`src/rtl/frame_buffer_sram_port.sv`:
```
// frame_buffer_sram_port
//   Connects the drawing writers (burst-write client) and the display fetch (read client) to an
//   external asynchronous 16-bit SRAM frame buffer. Each access moves one word. Every access
//   returns to StIdle, and the two clients are arbitrated there.
//
// Ports
//   Clock, Reset              system clock, synchronous active-high reset
//   ReqBurstWrite             write client request, held for the whole burst
//   WrAddress, WrData         current write word
//   AddrValid                 pulse: write word consumed; next word is expected on the next cycle
//   RdReq, RdAddress          display read request (level) and word address
//   RdAck                     pulse: RdAddress consumed
//   RdData, RdDataValid       read result and one-cycle qualifier
//   SramAddr, SramDQ_o        registered SRAM address and write data
//   SramDQ_oe                 DQ pad output enable
//   SramDQ_i                  SRAM read data
//   SramCE_n/OE_n/WE_n        registered active-low SRAM strobes
module frame_buffer_sram_port #(
  parameter int unsigned ADDR_W     = 18,
  parameter int unsigned DATA_W     = 16,
  parameter int unsigned WE_PULSE   = 1,
  parameter int unsigned RD_CYCLES  = 2,
  parameter int unsigned MAX_RD_RUN = 8
) (
  input  logic              Clock,
  input  logic              Reset,
  input  logic              ReqBurstWrite,
  input  logic [ADDR_W-1:0] WrAddress,
  input  logic [DATA_W-1:0] WrData,
  output logic              AddrValid,
  input  logic              RdReq,
  input  logic [ADDR_W-1:0] RdAddress,
  output logic              RdAck,
  output logic [DATA_W-1:0] RdData,
  output logic              RdDataValid,
  output logic [ADDR_W-1:0] SramAddr,
  output logic [DATA_W-1:0] SramDQ_o,
  output logic              SramDQ_oe,
  input  logic [DATA_W-1:0] SramDQ_i,
  output logic              SramCE_n,
  output logic              SramOE_n,
  output logic              SramWE_n
);

  localparam int unsigned CntMax = (RD_CYCLES > WE_PULSE) ? RD_CYCLES : WE_PULSE;
  localparam int unsigned CntW   = $clog2(CntMax + 1);
  localparam int unsigned RunW   = $clog2(MAX_RD_RUN + 1);

  typedef enum logic [1:0] {StIdle, StRdWait, StWrSetup, StWrPulse} stateT;

  stateT             stateQ, stateD;
  logic [CntW-1:0]   cntQ, cntD;
  logic [RunW-1:0]   runQ, runD;
  logic              readTurnQ, readTurnD;
  logic [ADDR_W-1:0] addrD;
  logic [DATA_W-1:0] dqOD, rdDataD;
  logic              dqOeD, ceD, oeD, weD, rdValidD;
  logic              grantRd, grantWr, runAtMax;

  assign runAtMax  = (runQ >= RunW'(MAX_RD_RUN));
  assign AddrValid = grantWr;
  assign RdAck     = grantRd;

  always_comb begin
    stateD    = stateQ;
    cntD      = cntQ;
    runD      = runQ;
    readTurnD = 1'b0;
    addrD     = SramAddr;
    dqOD      = SramDQ_o;
    dqOeD     = SramDQ_oe;
    ceD       = SramCE_n;
    oeD       = SramOE_n;
    weD       = SramWE_n;
    rdDataD   = RdData;
    rdValidD  = 1'b0;
    grantRd   = 1'b0;
    grantWr   = 1'b0;

    unique case (stateQ)
      StIdle: begin
        // Write data is held on the pads for one idle cycle after WE_n rises, then released.
        dqOeD = 1'b0;
        // The idle cycle right after a read is dead, so the SRAM has released DQ before the
        // next access. Reads from a held request therefore repeat every RD_CYCLES+2 cycles.
        if (!Reset && !readTurnQ) begin
          if (RdReq && !(ReqBurstWrite && runAtMax)) begin
            grantRd = 1'b1;
          end else if (ReqBurstWrite) begin
            grantWr = 1'b1;
          end
        end
        if (grantRd) begin
          stateD = StRdWait;
          cntD   = CntW'(RD_CYCLES - 1);
          addrD  = RdAddress;
          ceD    = 1'b0;
          oeD    = 1'b0;
        end
        if (grantWr) begin
          stateD = StWrSetup;
          addrD  = WrAddress;
          dqOD   = WrData;
          dqOeD  = 1'b1;
          ceD    = 1'b0;
        end
      end
      StRdWait: begin
        if (cntQ == '0) begin
          rdDataD   = SramDQ_i;
          rdValidD  = 1'b1;
          oeD       = 1'b1;
          ceD       = 1'b1;
          readTurnD = 1'b1;
          stateD    = StIdle;
        end else begin
          cntD = cntQ - 1'b1;
        end
      end
      StWrSetup: begin
        weD    = 1'b0;
        cntD   = CntW'(WE_PULSE - 1);
        stateD = StWrPulse;
      end
      StWrPulse: begin
        if (cntQ == '0) begin
          weD    = 1'b1;
          ceD    = 1'b1;
          stateD = StIdle;
        end else begin
          cntD = cntQ - 1'b1;
        end
      end
    endcase

    // Read run length only matters while a write is waiting.
    if (!ReqBurstWrite || grantWr) begin
      runD = '0;
    end else if (grantRd && !runAtMax) begin
      runD = runQ + 1'b1;
    end
  end

  always_ff @(posedge Clock) begin
    if (Reset) begin
      stateQ      <= StIdle;
      cntQ        <= '0;
      runQ        <= '0;
      readTurnQ   <= 1'b0;
      SramAddr    <= '0;
      SramDQ_o    <= '0;
      SramDQ_oe   <= 1'b0;
      SramCE_n    <= 1'b1;
      SramOE_n    <= 1'b1;
      SramWE_n    <= 1'b1;
      RdData      <= '0;
      RdDataValid <= 1'b0;
    end else begin
      stateQ      <= stateD;
      cntQ        <= cntD;
      runQ        <= runD;
      readTurnQ   <= readTurnD;
      SramAddr    <= addrD;
      SramDQ_o    <= dqOD;
      SramDQ_oe   <= dqOeD;
      SramCE_n    <= ceD;
      SramOE_n    <= oeD;
      SramWE_n    <= weD;
      RdData      <= rdDataD;
      RdDataValid <= rdValidD;
    end
  end

endmodule

```
`config.mk`:
```
export PLATFORM = sky130hd
export DESIGN_NAME = frame_buffer_sram_port
export DESIGN_NICKNAME = d
export VERILOG_FILES = /design/src/rtl/frame_buffer_sram_port.sv
export SDC_FILE = /design/constraint.sdc
export NUM_CORES = 1
export LEC_CHECK = 0
export ABC_AREA = 0
export CORE_MARGIN = 5
export CORE_UTILIZATION = 38
export CTS_CLUSTER_DIAMETER = 200
export DETAILED_ROUTE_END_ITERATION = 8
export PLACE_DENSITY = 0.82
export SYNTH_ARGS = -nofsm -noshare
export SYNTH_HDL_FRONTEND = slang
export SYNTH_SLANG_ARGS = --single-unit
```
`constraint.sdc`:
```
create_clock -name Clock -period 1.78 [get_ports Clock]
set_clock_uncertainty 0.1 [all_clocks]
set_input_delay 0.356 -clock Clock [delete_from_list [all_inputs] [get_ports Clock]]
set_output_delay 0.356 -clock Clock [all_outputs]
set_load 0.05 [all_outputs]
```
Word level (Yosys, flattened, before mapping)

Cells that the tools add are included.

Flip-flop bits (word level): 63
Latch bits: 0
Memory bits (writable): 0
Bits in read-only memories: 0
Bits of input ports: 72
Output and inout port bits: 57
Word-level logic and storage cells: 76
Memories kept: 0

$add $sub $neg: 2
Multipliers: 0
Div/mod/pow operators: 0
$lt $le $gt $ge: 1
Eq/ne operators: 9
Shift-type cells: 0
Muxes and demuxes: 25
Bitwise gates (word level): 1
Reductions and logical operators: 27

Operator list:

| operator            | count |
|---|---|
| $mux 18             | 2 |
| $mux 1              | 14 |
| $pmux 2 s3          | 2 |
| $reduce_and 2->1    | 6 |
| $mux 2              | 4 |
| $ne 2x2->1 const B  | 4 |
| $reduce_bool 2->1   | 4 |
| $pmux 1 s2          | 3 |
| $reduce_and 3->1    | 2 |
| $reduce_or 2->1     | 3 |
| $logic_not 1->1     | 5 |
| $add 4x1->4 const B | 1 |
| $eq 2x2->1 const B  | 2 |
| $ge 4x4->1 const B  | 1 |
| $logic_and 1x1->1   | 4 |
| $logic_not 2->1     | 2 |
| $ne 3x3->1 const B  | 1 |
| $eq 2x1->1 const B  | 1 |
| $ne 2x1->1 const B  | 1 |
| $sub 2x1->2 const B | 1 |
| $logic_or 1x1->1    | 1 |
| $not 1->1           | 1 |

Longest topological paths before layout

Gate-level depths: netlist (run 1).

Depth after elaboration: 10
Mapped depth: 7
Mapped depth without buffers: 5

Least setup slack after synthesis (run 1)

No wires, ideal clock.

Path kind: flip-flop to output port
Start point: register readTurnQ
End point: output port RdAck
Data arrival time: 1.568 ns
Required time: 1.324 ns
Slack: -0.244 ns
Cell stages (with the launch flop): 4
Path buffers: 1
Cell sequence: dfxtp_1 nor4_2 buf_2 and3_1

Longest elaborated chain between the ends: 5

Ends and longest elaborated chain:

| element                | RTL line | source |
|---|---|---|
| from (decl)            | 54       | `logic readTurnQ, readTurnD;` |
| from (signal assigned) | 162      | `readTurnQ <= readTurnD;` |
| $logic_not 1->1        | 86       | `if (!Reset && !readTurnQ) begin` |
| $logic_and 1x1->1      | 86       |  |
| $mux 1                 | 86       |  |
| $mux 1 (2 in a row)    | 80       | `unique case (stateQ)` |
| to (decl)              | 33       | `output logic RdAck,` |

No other way between the ends. The select of a mux whose other input is x is not followed.

Final worst setup path (run 1)

Start point: register stateQ[1]
End point: output port RdAck

Longest elaborated chain between the ends: 2

Ends and longest elaborated chain:

| element                | RTL line | source |
|---|---|---|
| from (decl)            | 51       | `stateT stateQ, stateD;` |
| from (signal assigned) | 146      | `stateQ <= StIdle;` |
| from (signal assigned) | 159      | `stateQ <= stateD;` |
| $logic_not 2->1        | 80       |  |
| $mux 1                 | 80       |  |

No other way between the ends.

==> flow_results.org, run 1 <==
** Setup path
- Worst path bufs/invs :: 1
- Cell type of the slowest stage on the worst timing path :: dfxtp_4
- Setup slack on the worst flop-to-flop path :: 0.03 ns
- Endpoint of the lowest-slack register-to-register path :: SramDQ_o[6]$_SDFFE_PP0P_
- STA classifies the critical path endpoint as an output pin.
- The worst setup path is launched from a flop.
- Startpoint-to-endpoint class of the critical path :: reg2out
- Number of cells on the worst reg-to-reg path :: 5
- Critical path required time :: 1.32 ns
- Series of cell instances along the critical path :: nor4_4 -> and3_4 -> buf_8
- Of all nets on the critical path, the largest fanout is 3.
- In this design, the stage delay of the slowest critical-path cell is 0.36 ns.
- Crit Reg-Reg Startpoint :: stateQ[1]$_SDFFE_PP0P_
- Family with the most delay on the worst path :: simple AND/OR/NAND/NOR gates
- For the worst setup path, the data arrival time is 1.45 ns.

** Drt
- 1st-pass router iterations :: 7
- The detailed router finished its first iteration with 250 violations.
- Via density per instance :: 5.62
- Drc violations :: 0
- Post-detailed-routing wire length :: 9410 um
- The final route contains 3002 vias.
- In the final routed layout, each cell accounts on average for 17.6 um.
- Once detail routing completed, the nets flagged for antenna violations numbered 0.

** Floorplanning
- Overall die width :: 97.1 um
- The floorplan step set the die height to 97.1 um.
- The region available for standard cell placement spans 0.00733 mm2.
- Effective utilization at floorplan :: 39.3%
- Cell Rows :: 31
- During I/O placement, the number of pins put on the boundary was 129.
- Die footprint :: 0.00942 mm2

** Placement
- Count of input and output buffers :: 128
- Summed over all nets, the half-perimeter wirelength after detailed placement is 6530 um.
- Including well taps, the total number of placed cells is 517.
- Routability-driven placement finished with a final weighted congestion of 0.785.
- Summing all placed instances gives a cell area of 0.00424 mm2.

** Timing
- Final worst path period need :: 1.90 ns
- Max-slew violation count :: 0
- Derived from the worst setup path, the maximum achievable clock frequency is 0.525 GHz.
- The worst pin sits at a relative slew slack of 75.2%.
- Setup repair after global routing could not meet its margin everywhere.
- Final count of negative-setup-slack endpoints :: 2
- The final-report hold violation count came to 0.
- Worst Max-Slew Pin Slew :: 0.371 ns
- Hold is met by 0.369 ns.
- In the post-route analysis, the smallest setup slack over all paths is -0.123 ns.
- Final period utilization :: 107%

** CTS
- Number of levels in the clock H-tree :: 3
- Worst-skew pair later-pin latency :: 0.34 ns
- CTS placed an instance of clkbuf_8 at the clock tree root.
- TritonCTS built the clock tree.
- Largest buffer count on any clock path :: 2
- Clock-pin slew of the registers on the worst-case setup and hold paths :: 0.07 ns
- Sink Count :: 63
- Counting the buffers created by CTS gives 9.

** Yosys
- The synthesized design devotes to its leading area cell type 43.8% of total area.
- The synthesized design spends more area on one cell type than any other, namely dfxtp_1.
- Number of cells produced by synthesis :: 303
- After synthesis, the share of flip-flops with an asynchronous set or reset is 0%.
- Yosys attributes the largest share of cell area to dfxtp_1 (44%), nand4_1 (7.6%), a21oi_1 (7.3%).
- For this run, the leading register cell type out of synthesis is dfxtp_1.
- Dividing the synthesized area by the synthesized cell count gives 9.51 um2.
- After synthesis the cells add up to 0.00288 mm2.
- Dominant cell by count in the synthesized netlist :: dfxtp_1
- The number of nets in the synthesized netlist is 378.
- The share of the Yosys chip area taken by registers is 43.8%.
- For this run, the number of Yosys warnings is 0.
- Top cells by instance count after synthesis :: dfxtp_1 (63), a21oi_1 (42), nand4_1 (35)
- Number of unique standard cell types used by synthesis :: 41
- Flip-flop and latch count after synthesis :: 63
- Counting flops with a built-in enable in the synthesized netlist gives 0.

** Global routing
- The via count of the first global-routing pass was 2997.
- Global routing used 19.4% of the available tracks.
- After global routing the overflow that remains totals 0.
- The initial antenna violation count came to 0.
- Entering global routing, the biggest net connects 35 pins.
- Wire length of the first global-routing pass :: 15300 um

** Power and ir drop
- IR analysis of the VDD net gives a maximum drop of 0.000401 V.
- Leakage power of the design :: 1.68 nW
- The design draws 4.75 mW.
- P per Cell Area :: 1060 mW/mm2

** Finish
- The layout has 618 filler cells.
- After routing the design area is 0.00448 mm2.
- Final nets :: 506
- Leaving out filler cells and counting taps, the final layout contains 534.
- Measured on the finished design, the core utilization comes to 61.1%.
- 0 antenna diodes ended up in the layout.
- Compared with the post-synthesis result, the final layout area differs by 55.4%.
- Ratio of cells with drive above 1 in the final layout :: 29.7%

** Min path
- The worst hold path begins at SramOE_n$_SDFFE_PP1P_.
- Class of the tightest hold or removal check :: reg2reg
- WHS Endpoint :: SramOE_n$_SDFFE_PP1P_
- Counting instances, the worst hold path has a depth of 2.

** Outcome
- Result of the run :: complete, but fails checks
- Failing checks :: setup timing

** Run
- Across the run, the number of max-cap violations was 0.
## state kept, by name (all words and copies together), names as in the netlist
signal / cells
SramDQ_o: 16
SramDQ_oe: 1
readTurnQ: 1
SramCE_n: 1
stateQ: 2
SramAddr: 18
SramOE_n: 1
SramWE_n: 1
runQ: 4
cntQ: 2
RdData: 16
## report_power, final
group          switching [mW]  total (mW)  internal, mW
registers               0.114        1.70          1.58
logic                    1.11        1.79         0.676
clock network           0.547        1.26         0.714
## layout make-up
type                       count  area (um2)  share of cell area (%)
sequential                    63        1270                    28.3
timing repair buffer         156        1430                    31.9
tap                           99         124                    2.77
inverter                       7        30.0                   0.671
multi-input combinational    194        1430                    31.9
clock inverter                 3        42.5                   0.950
clock buffer                  12         155                    3.47
## timing repair
item,in CTS,in global routing
hold buffers,0,0
endpoints found under the hold margin,0,0
pin swaps,3,1
setup buffers,2,0
resized for setup,7,3
endpoints found under the setup margin,2,6
## routing by layer
layer / wire length (um) / vias up / part of all wire (%) / track usage (%)
met3: 623 / 18 / 6.6 / 5.17
met4: 203 / 0 / 2.2 / 7.56
met2: 4720 / 130 / 50 / 31.4
met1: 3860 / 1417 / 41 / 24.6
li1: - / 1437 / - / -
met5: 0 / - / 0 / 0
## how the worst max path moves through the flow
stage | cells after the start | end | slack, ns | startpoint
floorplan | 5 | AddrValid | 0.04 | stateQ[1]$_SDFFE_PP0P_
global placement | 4 | RdAck | -0.16 | ReqBurstWrite
detailed placement | 4 | SramAddr[3]$_SDFFE_PP0P_ | -0.21 | ReqBurstWrite
CTS | 4 | AddrValid | -0.11 | stateQ[1]$_SDFFE_PP0P_
global route | 4 | AddrValid | -0.19 | stateQ[1]$_SDFFE_PP0P_
finish | 3 | RdAck | -0.12 | stateQ[1]$_SDFFE_PP0P_
## metrics by stage
stage | setup WS [ns] | setup TNS [ns]
2_1_floorplan | 0.0366 | 0
3_3_place_gp | -0.161 | -4.65
3_5_place_dp | -0.206 | -5.37
4_1_cts | -0.113 | -0.221
5_1_grt | -0.195 | -0.407
6_report | -0.123 | -0.246
## worst min-delay path, cell delays in order (launching register included)
cell	delay, ns
dfxtp_1	0.31
inv_1	0.04
o21ai_0	0.07
## cell usage in the layout (no fill, tap or decap), types with 2 or more instances in the layout
| cell type | Yosys | final |
|---|---|---|
| buf_4 | 1 | 77 |
| and2_1 | 2 | 2 |
| nand2b_1 | 3 | 3 |
| a311oi_1 | 20 | 20 |
| clkinvlp_4 | 0 | 2 |
| buf_12 | 0 | 6 |
| dfxtp_1 | 63 | 61 |
| clkbuf_8 | 0 | 11 |
| o21ai_0 | 6 | 5 |
| o31ai_1 | 19 | 18 |
| nor2_1 | 3 | 3 |
| nand2_1 | 6 | 6 |
| o31ai_2 | 15 | 16 |
| a21oi_1 | 42 | 42 |
| nand3_1 | 3 | 2 |
| nand4_1 | 35 | 35 |
| or2_2 | 2 | 2 |
| inv_1 | 6 | 5 |
| clkdlybuf4s50_1 | 0 | 69 |
| ha_1 | 3 | 3 |
| a22o_1 | 16 | 16 |
## cells by family (layout without fill, tap and decap cells)
kind of cell,after synthesis,after routing,share of synthesized area [%]
flops,63,63,43.8
simple gates,67,67,14.8
compound gates,124,124,32.5
fa+ha+maj,3,3,1.30
buf+inv,46,178,7.65
Power figures use the tool's default switching activity.
==> run 2: changes to the inputs <==
--- a/config.mk
+++ b/config.mk
@@ -6,11 +6,12 @@
 export NUM_CORES = 1
 export LEC_CHECK = 0
 export ABC_AREA = 0
+export CAP_MARGIN = 15
 export CORE_MARGIN = 5
-export CORE_UTILIZATION = 38
+export CORE_UTILIZATION = 42
 export CTS_CLUSTER_DIAMETER = 200
 export DETAILED_ROUTE_END_ITERATION = 8
-export PLACE_DENSITY = 0.82
+export PLACE_DENSITY = 0.86
 export SYNTH_ARGS = -nofsm -noshare
 export SYNTH_HDL_FRONTEND = slang
 export SYNTH_SLANG_ARGS = --single-unit
==> constraint.sdc (replaced) <==
create_clock -name Clock -period 2 [get_ports Clock]
set_clock_uncertainty 0.1 [all_clocks]
set_input_delay 0.4 -clock Clock [delete_from_list [all_inputs] [get_ports Clock]]
set_output_delay 0.4 -clock Clock [all_outputs]
set_load 0.05 [all_outputs]
==> run 2 against run 1 <==
The flow now finishes without violations. Count of clock-buffer cells in the layout is 1 lower. Die area is 8.6% lower. Utilization grew 7.0 points. First-iteration DRC count is 50% lower. Clock power down 6%. Largest power group unchanged. Power fell by 9.9%. Design area up 2.2%. Non-clock buffer count fell by 1. Sequential share of layout area shrank 0.71 points. Worst hold slack better by 0.0036 ns.
==> flow_results.org, run 2 (synthesis gave the netlist of run 1 again) <==
** Power and ir drop
- Fraction of power spent switching nets :: 36.2% (was 37.4%)
- Part of the power in registers :: 35.0% (was 35.7%)
- The internal power summed over all cells was 2.73 mW (was 2.97 mW).
- The portion of total power attributed to combinational logic came to 37.2% (was 37.7%).
- The peak supply drop is 0.000496 V (was 0.000401 V).
- The share of power burned in the clock network is 27.8% (was 26.6%).
- Leakage power of the design :: 2.03 nW (was 1.68 nW)
- The net load switching power came to 1.55 mW (was 1.78 mW).
- Total power :: 4.28 mW (was 4.75 mW)
- P per Cell Area :: 935 mW/mm2 (was 1060 mW/mm2)

** Finish
- Final Instance Area :: 0.00457 mm2 (was 0.00448 mm2)
- Top library cells by usage in the layout, fill and taps aside: clkdlybuf4s50_1 (69), dfxtp_1 (63), buf_4 (46), a21oi_1 (42), nand4_1 (35) (was buf_4 (77), clkdlybuf4s50_1 (69), dfxtp_1 (61), a21oi_1 (42), nand4_1 (35)).
- Area Growth Syn to Fin :: 58.8% (was 55.4%)
- Number of fill cells in the layout :: 507 (was 618)
- Final nets :: 505 (was 506)
- Ratio of cells with drive above 1 in the final layout :: 21.7% (was 29.7%)
- Biggest register :: SramAddr (unchanged)
- Max reg flops :: 18 (unchanged)
- Largest registers ranked by flip-flop count :: SramAddr (18), RdData (16), SramDQ_o (16) (unchanged)
- Antenna diode count :: 0 (unchanged)
- Most common library cell in the layout ignoring fill and taps :: clkdlybuf4s50_1 (was buf_4)

** Setup path
- The critical path start-end classification is reg2out (unchanged).
- The arrival time at the worst endpoint came to 1.46 ns (was 1.45 ns).
- Worst Setup End Kind :: output pin (unchanged)
- Highest cell delay on the worst timing path :: 0.34 ns (was 0.36 ns)
- The type of element launching the critical path is a flop (unchanged).
- The beginning of the critical path was stateQ[1]$_SDFFE_PP0P_ (unchanged).
- Cell type of the slowest stage on the worst timing path :: dfxtp_1 (was dfxtp_4)
- Series of cell instances along the critical path: nor4_4 -> and3_2 -> buf_4 (was nor4_4 -> and3_4 -> buf_8).
- The register-to-register setup slack came to 0.22 ns (was 0.03 ns).
- Crit Path Max Fanout :: 3 (unchanged)
- Critical path required time :: 1.50 ns (was 1.32 ns)
- Family with the most delay on the worst path :: simple AND/OR/NAND/NOR gates (unchanged)
- The start of the worst register-to-register path is cntQ[0]$_SDFFE_PP0P_ (was stateQ[1]$_SDFFE_PP0P_).
- Worst path bufs/invs :: 1 (unchanged)
- Logic depth of the worst path, buffers included :: 3 (unchanged)
- The number of cells traversed by the worst register-to-register path is 6 (was 5).

** Drt
- The DRC violations left came to 0 (unchanged).
- 1st-pass router iterations :: 4 (was 7)
- Detailed-route wire length per cell :: 18.1 um (was 17.6 um)
- The antenna violation net count after detailed routing is 0 (unchanged).
- The via count of the routed design came to 3024 (was 3002).
- Iteration-0 DRC Markers :: 126 (was 250)
- Via density per instance :: 5.88 (was 5.62)
- Post-detailed-routing wire length :: 9300 um (was 9410 um)

** CTS
- CTS tree :: done (unchanged)
- The maximum clock path buffer count is 2 (unchanged).
- The maximum level of the CTS H-tree came to 3 (unchanged).
- Worst-skew pair later-pin latency :: 0.33 ns (was 0.34 ns)
- The number of hold-repair buffers added at the cts stage was 0 (unchanged).
- Number of buffers created by CTS :: 9 (unchanged)
- The clock tree root driver cell was clkbuf_8 (unchanged).
- The clock-pin transition on the worst setup and hold timing paths came to 0.06 ns (was 0.07 ns).
- The CTS sink count came to 63 (unchanged).

** Floorplanning
- I/O pin cnt :: 129 (unchanged)
- The initial core utilization came to 42.9% (was 39.3%).
- Height of the chip :: 92.8 um (was 97.1 um)
- Cell Rows :: 30 (was 31)
- Core Box Area :: 0.00672 mm2 (was 0.00733 mm2)
- The area of the die is 0.00861 mm2 (was 0.00942 mm2).
- The die width came to 92.8 um (was 97.1 um).

** Placement
- Placer congestion estimate :: 0.770 (was 0.785)
- The setup slack at placement is -0.0673 ns (was -0.206 ns).
- The HPWL after detailed placement is 6520 um (was 6530 um).
- The number of buffers inserted by port buffering came to 128 (unchanged).
- Post-DP Area :: 0.00429 mm2 (was 0.00424 mm2)

** Min path
- The classification of the worst-slack hold path is reg2reg (unchanged).
- Worst Hold Depth :: 2 (unchanged)
- The beginning of the worst hold path is SramDQ_o[4]$_SDFFE_PP0P_ (was SramOE_n$_SDFFE_PP1P_).

** Timing
- The final-report hold violation count was 0 (unchanged).
- Final worst path period need :: 1.96 ns
- The slew at the pin closest to its max-slew limit came to 0.675 ns (was 0.371 ns).
- Final count of negative-setup-slack endpoints :: 0 (was 2)
- The max-slew violation count is 0 (unchanged).
- Timing would allow up to 0.510 GHz.
- In the finished design, the share of the clock period the worst path needs comes to 98.0%.
- Remaining max-slew budget at the tightest pin :: 54.9% (was 75.2%)
- The worst setup slack after layout came to 0.0404 ns (was -0.123 ns).

** Global routing
- The global router's overall resource usage was 21.3% (was 19.4%).
- Overflow left after global routing :: 0 (unchanged)
- The initial antenna violation count came to 0 (unchanged).
- Number of global-route vias before repair :: 2957 (was 2997)
- Largest net degree at the start of global routing :: 35 (unchanged)
- Wire length of the first global-routing pass :: 14800 um (was 15300 um)

** Run
- The number of max-cap violations was 0 (unchanged).

** Outcome
- Result of the run :: finished, final reports clean (was complete, but fails checks)
## run 2: power by group through the flow
stage | Combinational, mW | Clock (mW) | Sequential [mW]
floorplan | 0.570 | 0 | 1.97
CTS | 1.59 | 1.21 | 1.50
global route | 1.68 | 1.28 | 1.51
detailed placement | 1.59 | 0 | 1.52
global placement | 1.56 | 0 | 1.52
finish | 1.59 | 1.19 | 1.50
## run 2: per-stage QoR
stage | utilization (%) | instances | hold slack (ns) | TNS [ns]
after CTS | 67.1 | 513 | 0.371 | 0
final | 68.1 | 514 | 0.372 | 0
after global routing | 68.1 | 514 | 0.386 | -0.0449
after detailed placement | 63.9 | 497 | 0.362 | -0.991
after global placement | 63.9 | 497 | 0.355 | -0.0629
after floorplan | - | 303 | 0.355 | 0
## run 2: routing by layer
metal / wire length (um) / global-route usage, %
met1: 3750 / 25.8
met2: 4690 / 35.3
met3: 614 / 5.52
met4: 249 / 9.89
met5: 0 / 0
## run 2: worst register-to-register path, delay by kind of cell, from the launching register on
kind / cells / cell delay (ns)
AO/OA/AOI/OAI: 2 / 0.59
adder cells (fa/ha/maj): 1 / 0.28
buffers and inverters: 2 / 0.23
flip-flops: 1 / 0.33
AND/OR/NAND/NOR: 1 / 0.15
## run 2: final timing paths
check                                                end
worst max-delay path                               RdAck
worst min-delay path            SramDQ_o[4]$_SDFFE_PP0P_
worst min register to register  SramDQ_o[4]$_SDFFE_PP0P_
worst max register to register    RdData[2]$_SDFFE_PP0P_
## run 2: cell type report
cell class	count	area, um2	share of cell area [%]
clock inverter	4	70.1	1.53
multi-input combinational	194	1430	31.2
tap	80	100	2.19
timing repair buffer	155	1540	33.8
clock buffer	11	141	3.09
inverter	7	30.0	0.656
sequential	63	1260	27.6
## run 2: repair_timing
action,4_1_cts,5_1_grt
pin swaps,1,2
resized for setup,11,23
buffers inserted,1,1
endpoints found under the setup margin,11,40
